===== src/rtl/l2_burst_adapter_pkg.sv =====
// Shared L2 cache definitions: line/beat geometry and the burst adapter state encoding.
package l2_burst_adapter_pkg;

  localparam int s_line  = 256;
  localparam int s_burst = 64;
  localparam int beats   = s_line / s_burst;

  typedef enum logic [1:0] {
    ST_IDLE  = 2'd0,
    ST_READ  = 2'd1,
    ST_WRITE = 2'd2,
    ST_DONE  = 2'd3
  } l2_state_e;

endpackage


===== src/rtl/l2_burst_adapter.sv =====
// Converts single-line L2 fill/writeback requests into s_line/s_burst memory beats.
// L2 holds l2_read/l2_write until the one-cycle l2_resp; memory moves one beat on
// every cycle pmem_resp is high while pmem_read/pmem_write is asserted.
module l2_burst_adapter #(
  parameter int s_line  = l2_burst_adapter_pkg::s_line,
  parameter int s_burst = l2_burst_adapter_pkg::s_burst
) (
  input  logic                            clk,
  input  logic                            rst,
  input  logic                            l2_read,
  input  logic                            l2_write,
  input  logic [31:0]                     l2_address,
  input  logic [s_line-1:0]               line_i,
  output logic [s_line-1:0]               line_o,
  output logic                            l2_resp,
  output logic                            pmem_read,
  output logic                            pmem_write,
  output logic [31:0]                     pmem_address,
  input  logic [s_burst-1:0]              pmem_rdata,
  output logic [s_burst-1:0]              pmem_wdata,
  input  logic                            pmem_resp,
  output l2_burst_adapter_pkg::l2_state_e dbg_state,
  output logic [((s_line / s_burst) > 1 ? $clog2(s_line / s_burst) : 1)-1:0] dbg_cnt
);
  import l2_burst_adapter_pkg::*;

  localparam int n_beats = s_line / s_burst;
  localparam int cnt_w   = (n_beats > 1) ? $clog2(n_beats) : 1;
  localparam logic [cnt_w-1:0] last_beat = cnt_w'(n_beats - 1);

  l2_state_e         state;
  l2_state_e         state_nxt;
  logic [cnt_w-1:0]  cnt;
  logic [31:0]       addr_q;
  logic [s_line-1:0] wr_line;
  logic [s_line-1:0] rd_line;
  logic              beat_done;
  logic              last_hit;
  logic              unused_addr_bits;

  // Line addresses are 32-byte aligned, so the byte offset never reaches memory.
  assign unused_addr_bits = ^l2_address[4:0];

  assign beat_done = pmem_resp && (state == ST_READ || state == ST_WRITE);
  assign last_hit  = beat_done && (cnt == last_beat);

  always_ff @(posedge clk or negedge rst) begin
    if (!rst) begin
      state <= ST_IDLE;
    end else begin
      state <= state_nxt;
    end
  end

  always_comb begin
    state_nxt = state;
    case (state)
      ST_IDLE: begin
        if (l2_write) begin
          state_nxt = ST_WRITE;
        end else if (l2_read) begin
          state_nxt = ST_READ;
        end
      end
      ST_READ, ST_WRITE: begin
        if (last_hit) begin
          state_nxt = ST_DONE;
        end
      end
      ST_DONE: state_nxt = ST_IDLE;
      default: state_nxt = ST_IDLE;
    endcase
  end

  always_comb begin
    pmem_read  = 1'b0;
    pmem_write = 1'b0;
    l2_resp    = 1'b0;
    case (state)
      ST_READ:  pmem_read  = 1'b1;
      ST_WRITE: pmem_write = 1'b1;
      ST_DONE:  l2_resp    = 1'b1;
      default: ;
    endcase
  end

  // Separate write and fill buffers keep line_o stable across writebacks.
  always_ff @(posedge clk or negedge rst) begin
    if (!rst) begin
      cnt     <= '0;
      addr_q  <= '0;
      wr_line <= '0;
      rd_line <= '0;
    end else begin
      if (state == ST_IDLE && (l2_write || l2_read)) begin
        addr_q <= {l2_address[31:5], 5'b0};
        cnt    <= '0;
        if (l2_write) begin
          wr_line <= line_i;
        end
      end
      if (beat_done) begin
        if (state == ST_READ) begin
          rd_line[s_burst*cnt +: s_burst] <= pmem_rdata;
        end
        cnt <= last_hit ? '0 : cnt + 1'b1;
      end
    end
  end

  assign pmem_address = addr_q;
  assign pmem_wdata   = wr_line[s_burst*cnt +: s_burst];
  assign line_o       = rd_line;
  assign dbg_state    = state;
  assign dbg_cnt      = cnt;

endmodule


===== config.mk =====
export PLATFORM = sky130hd
export DESIGN_NAME = l2_burst_adapter
export DESIGN_NICKNAME = d
export VERILOG_FILES = /design/src/rtl/l2_burst_adapter_pkg.sv /design/src/rtl/l2_burst_adapter.sv
export SDC_FILE = /design/constraint.sdc
export NUM_CORES = 1
export LEC_CHECK = 0
export ABC_CLOCK_PERIOD_IN_PS = 2700
export CORE_AREA = 2 2 276 278
export CTS_CLUSTER_SIZE = 24
export DETAILED_ROUTE_END_ITERATION = 8
export DIE_AREA = 0 0 278 280
export SLEW_MARGIN = 20
export SYNTH_ARGS = -nofsm -noshare
export SYNTH_HDL_FRONTEND = slang
export SYNTH_SLANG_ARGS = --single-unit

===== constraint.sdc =====
create_clock -name clk -period 2.7 [get_ports clk]
set_clock_uncertainty 0.05 [all_clocks]
set_input_delay 0.675 -clock clk [delete_from_list [all_inputs] [get_ports clk]]
set_output_delay 0.675 -clock clk [all_outputs]
set_load 0.05 [all_outputs]

== After elaboration in Yosys (flattened, before gate mapping) ==
Index checks and enable logic that the tools add are counted.
Cells by class
  shifts and indexed selects: 3
  reduce and logical (&&, ||, !) cells: 11
  add/sub/neg operators: 2
  muxes and demuxes: 11
  equality and inequality tests: 6
Operators with widths (number)
  $bwmux 256: 1
  $shift 64x34->256 const A: 1
  $shiftx 256x9->64: 1
  $shiftx 64x34->256: 1
  $neg 8->34: 1
  $mux 2: 6
  $eq 2x2->1 const B: 3
  $pmux 2 s3: 1
  $reduce_and 2->1: 3
  $logic_and 1x1->1: 3
  $mux 1: 3
  $ne 3x3->1 const B: 1
  $add 2x1->2 const B: 1
  $eq 2x1->1 const B: 1
  $logic_not 2->1: 1
  $logic_or 1x1->1: 2
  $ne 2x2->1 const B: 1
  $reduce_bool 2->1: 1
  $reduce_or 2->1: 1
Word-level totals
  register bits: 543
  bits of input ports: 357
  word-level logic and storage cells: 38

== Longest topological paths before layout ==
  word-level depth: 6
  mapped depth: 10

== Worst setup path before layout ==
OpenSTA, ideal clock, no wires.
  kind: register to register
  start: register cnt[1] (netlist: dbg_cnt[1])
  end: register rd_line[132] (netlist: line_o[132])
  slack: -0.195 ns
  stages on the path, launching flop included: 9
  buffers on the path: 3
  arrival: 2.778 ns
  path through: dfrtp_1 > clkbuf_1 > buf_1 > inv_1 > ha_1 > nand2b_1 > nor4_4 > buf_6 > a22o_1
On the way
  longest elaborated chain between the ends: 3
Ends and longest elaborated chain
  start: declaration: line l2_burst_adapter.sv:33  | logic [cnt_w-1:0] cnt;
  start signal: assignment: line l2_burst_adapter.sv:106  | cnt <= last_hit ? '0 : cnt + 1'b1;
  $neg 8->34 (*): line l2_burst_adapter.sv:104  | rd_line[s_burst*cnt +: s_burst] <= pmem_rdata;
  $shiftx 64x34->256 / $shift 64x34->256 (equally long branches): line l2_burst_adapter.sv:104
  $bwmux 256 (*): line l2_burst_adapter.sv:104
  end signal: indexed assignment: line l2_burst_adapter.sv:104
  end: declaration: line l2_burst_adapter.sv:36  | logic [s_line-1:0] rd_line;
Every way passes the cells marked *; elsewhere a longest branch is shown, timed or not.
A chain may end at the register's enable or synchronous reset.

== Worst setup path after layout ==
  start: register cnt[0] (netlist: dbg_cnt[0])
  end: output port pmem_wdata[44]
On the way
  longest elaborated chain between the ends: 1
Ends and longest elaborated chain
  $shiftx 256x9->64: line l2_burst_adapter.sv:112  | assign pmem_wdata = wr_line[s_burst*cnt +: s_burst];
  end: declaration: line l2_burst_adapter.sv:20  | output logic [s_burst-1:0] pmem_wdata,
Every way passes these cells.

==> results.cfg <==
[floorplan]
fp.dieH_um = 280
row_count = 101
fp.coreArea_sq_um = 75190
die_w_um = 278
start_util_pct = 28.39
dieArea_sq_um = 77840
io_pins = 716

[clock_network]
clk_latency_ns = 0.62
numCtsBuffers = 60
cts_sinks = 543
cts_root_buf = clkbuf_16
cts_tree = done
clockBufferDepth = 3
cts.htree.levels = 2
path_clk_slew_ns = 0.06

[sta]
slew_viol_final = 0
finalHoldViolations = 0
fmax_mhz = 339.8
slew_headroom_pct = 38.55
setup_viol_count_final = 64
rsz0062_at_grt = yes
tns_ns = -10.62
final.period_utilization_pct = 109.0
setup_slack_ns = -0.2430
finalCriticalPeriod_ns = 2.943
max_slew.worst_pin.slew_ns = 0.9218

[worst_setup_path]
worst_ep_arrival_time_ns = 2.22
worst_setup_path_start_kind = flop
cp-end-kind = primary output
timing.rr.start = dbg_cnt[0]
cp_max_fo = 9
r2r_slack_ns = 0.15
reg2reg_depth = 8
endpoint = pmem_wdata[44]
r2r-end = line_o[186]
crit_start = dbg_cnt[0]
required_ns = 1.98
critPathKind = flop to primary output

[placed_design]
dpl.hpwl_um = 51770
place.gp.congestion = 0.8057
placedCellCount = 2935
port_buffers = 705

[yosys]
synthArstFlopShare_pct = 100.0
yosysTopAreaCellShare_pct = 63.65
syn_inst = 1296
netlist_area_sq_um = 21350
synth-seq-area-share_pct = 63.65
synth_commonest_cells = dfrtp_1, mux2_2, a22o_1
synth_most_common_cell = dfrtp_1
yosysWarnings = 0
synth_top_cells_by_area = dfrtp_1, mux2_2, a22o_1
synth_ff_type = dfrtp_1
synth_edf_count = 0
ys_seq_elements = 543
yosysTopAreaCell = dfrtp_1
ys_types = 26
syn_avg_cell_area_sq_um = 16.47

[detailed_routing]
drt_iter0_markers = 713
drt-pass1-iter-count = 5
num_vias = 14880
routed_wl_um = 72170
drc_errors = 0
viasPerCell = 4.854
ant_nets = 0
avgRoutedWirePerCell_um = 23.54

[pwr]
cellLeakagePower_uw = 0.01390
peakVddDrop_mv = 0.9848
p_per_area_nw_per_um2 = 1278

[grt]
grt-ovfl-total = 0
grt_pass1_vias = 15900
grt_start_max_net_pins = 74
grt_pass1_wl_um = 106300
antenna_found_initial = 27
track_usage_pct = 18.14

[finish]
finalNonFillerCells = 3066
finish.utilization_pct = 43.06
fin_nets = 2402
area_growth_pct = 51.66
drive_above_1_share_pct = 28.92

[status]
failed_checks = negative setup slack
status = finished, violations left

[min_path]
hold_path.class = flop to flop

[flow_run]
max-cap-violations = 0
==> worst min path at each step <==
| stage | slack, ns | depth (start not counted) | startpoint | to |
|---|---|---|---|---|
| global placement | 0.43 | 1 | wr_line[248] | wr_line[248] |
| finish | 0.45 | 1 | wr_line[189] | wr_line[189] |
| floorplan | 0.33 | 0 | rst | dbg_cnt[0] |
| global route | 0.46 | 1 | wr_line[156] | wr_line[156] |
| CTS | 0.45 | 1 | wr_line[150] | wr_line[150] |
| detailed placement | 0.44 | 1 | wr_line[150] | wr_line[150] |
==> per-stage QoR <==
| stage | power, uW | setup slack [ns] | hold slack [ns] | cell area, sq um |
|---|---|---|---|---|
| after floorplan | 25320 | 0.03390 | 0.3294 | 21370 |
| after global placement | 31780 | 0.2011 | 0.4323 | 29800 |
| after detailed placement | 32170 | 0.1890 | 0.4378 | 29800 |
| after CTS | 41880 | -0.3362 | 0.4509 | 32340 |
| after global routing | 43240 | -0.3403 | 0.4605 | 32360 |
| final | 41380 | -0.2430 | 0.4487 | 32370 |
==> per-layer routing <==
metal,wire (um),GRT usage [%],vias up
met5,138,0,-
met4,2070,6.209,22
met3,7343,7.378,144
met2,34360,29.35,668
met1,28260,21.89,7625
li1,-,-,6424
==> logic make-up after synthesis <==
logic type | after synthesis | share of synthesized area [%]
AO/OA/AOI/OAI | 262 | 10.67
buffers and inverters | 110 | 2.567
flip-flops | 543 | 63.65
AND/OR/NAND/NOR | 22 | 0.7854
adder cells (fa/ha/maj) | 9 | 0.5275
multiplexers | 349 | 21.78
other | 1 | 0.01757
==> power breakdown <==
part	total [uW]	leakage [uW]	internal [uW]	switching, uW
Sequential	12800	0.00694	11200	1680
Combinational	20300	0.00598	8830	11500
Clock	8240	0.000985	4850	3400
==> final cells by class <==
| type | instances | area (sq um) |
|---|---|---|
| tap | 978 | 1224 |
| inverter | 5 | 18.77 |
| fill | 6732 | 42820 |
| antenna | 10 | 25.02 |
| multi-input combinational | 647 | 7291 |
| clock inverter | 17 | 206.4 |
| timing repair buffer | 779 | 8230 |
| clock buffer | 87 | 1783 |
| sequential | 543 | 13600 |
==> what timing repair did <==
| action | 4_1_cts | 5_1_grt |
|---|---|---|
| buffers inserted | 10 | 3 |
| hold buffers | 1 | 0 |
| gates cloned | 4 | 0 |
| gates resized for setup | 81 | 3 |
| setup endpoints to repair | 68 | 145 |
| endpoints found under the hold margin | 28 | 0 |
==> placed cells by master, fill, tap and decap left out, types with 7 or more instances in the layout <==
cell / n
clkdlybuf4s50_1: 632
dfrtp_1: 541
mux2_2: 284
a22o_1: 256
mux4_2: 64
buf_6: 61
clkbuf_16: 60
buf_4: 37
buf_12: 33
clkbuf_8: 18
diode_2: 10
clkbuf_1: 9
ha_1: 7
clkinv_2: 7
buf_8: 7
==> state kept, by name, summed over array words and instances (netlist names) <==
register	flops
line_o	256
wr_line	256
pmem_address	27
dbg_cnt	2
dbg_state	2
==> worst max-delay path, stage by stage (launching register included) <==
cell and delay [ns]:
dfrtp_4 0.51, buf_12 0.15, buf_16 0.15, buf_12 0.15, mux4_2 0.44, buf_6 0.17
No activity file was read; power rests on OpenSTA's default activity.
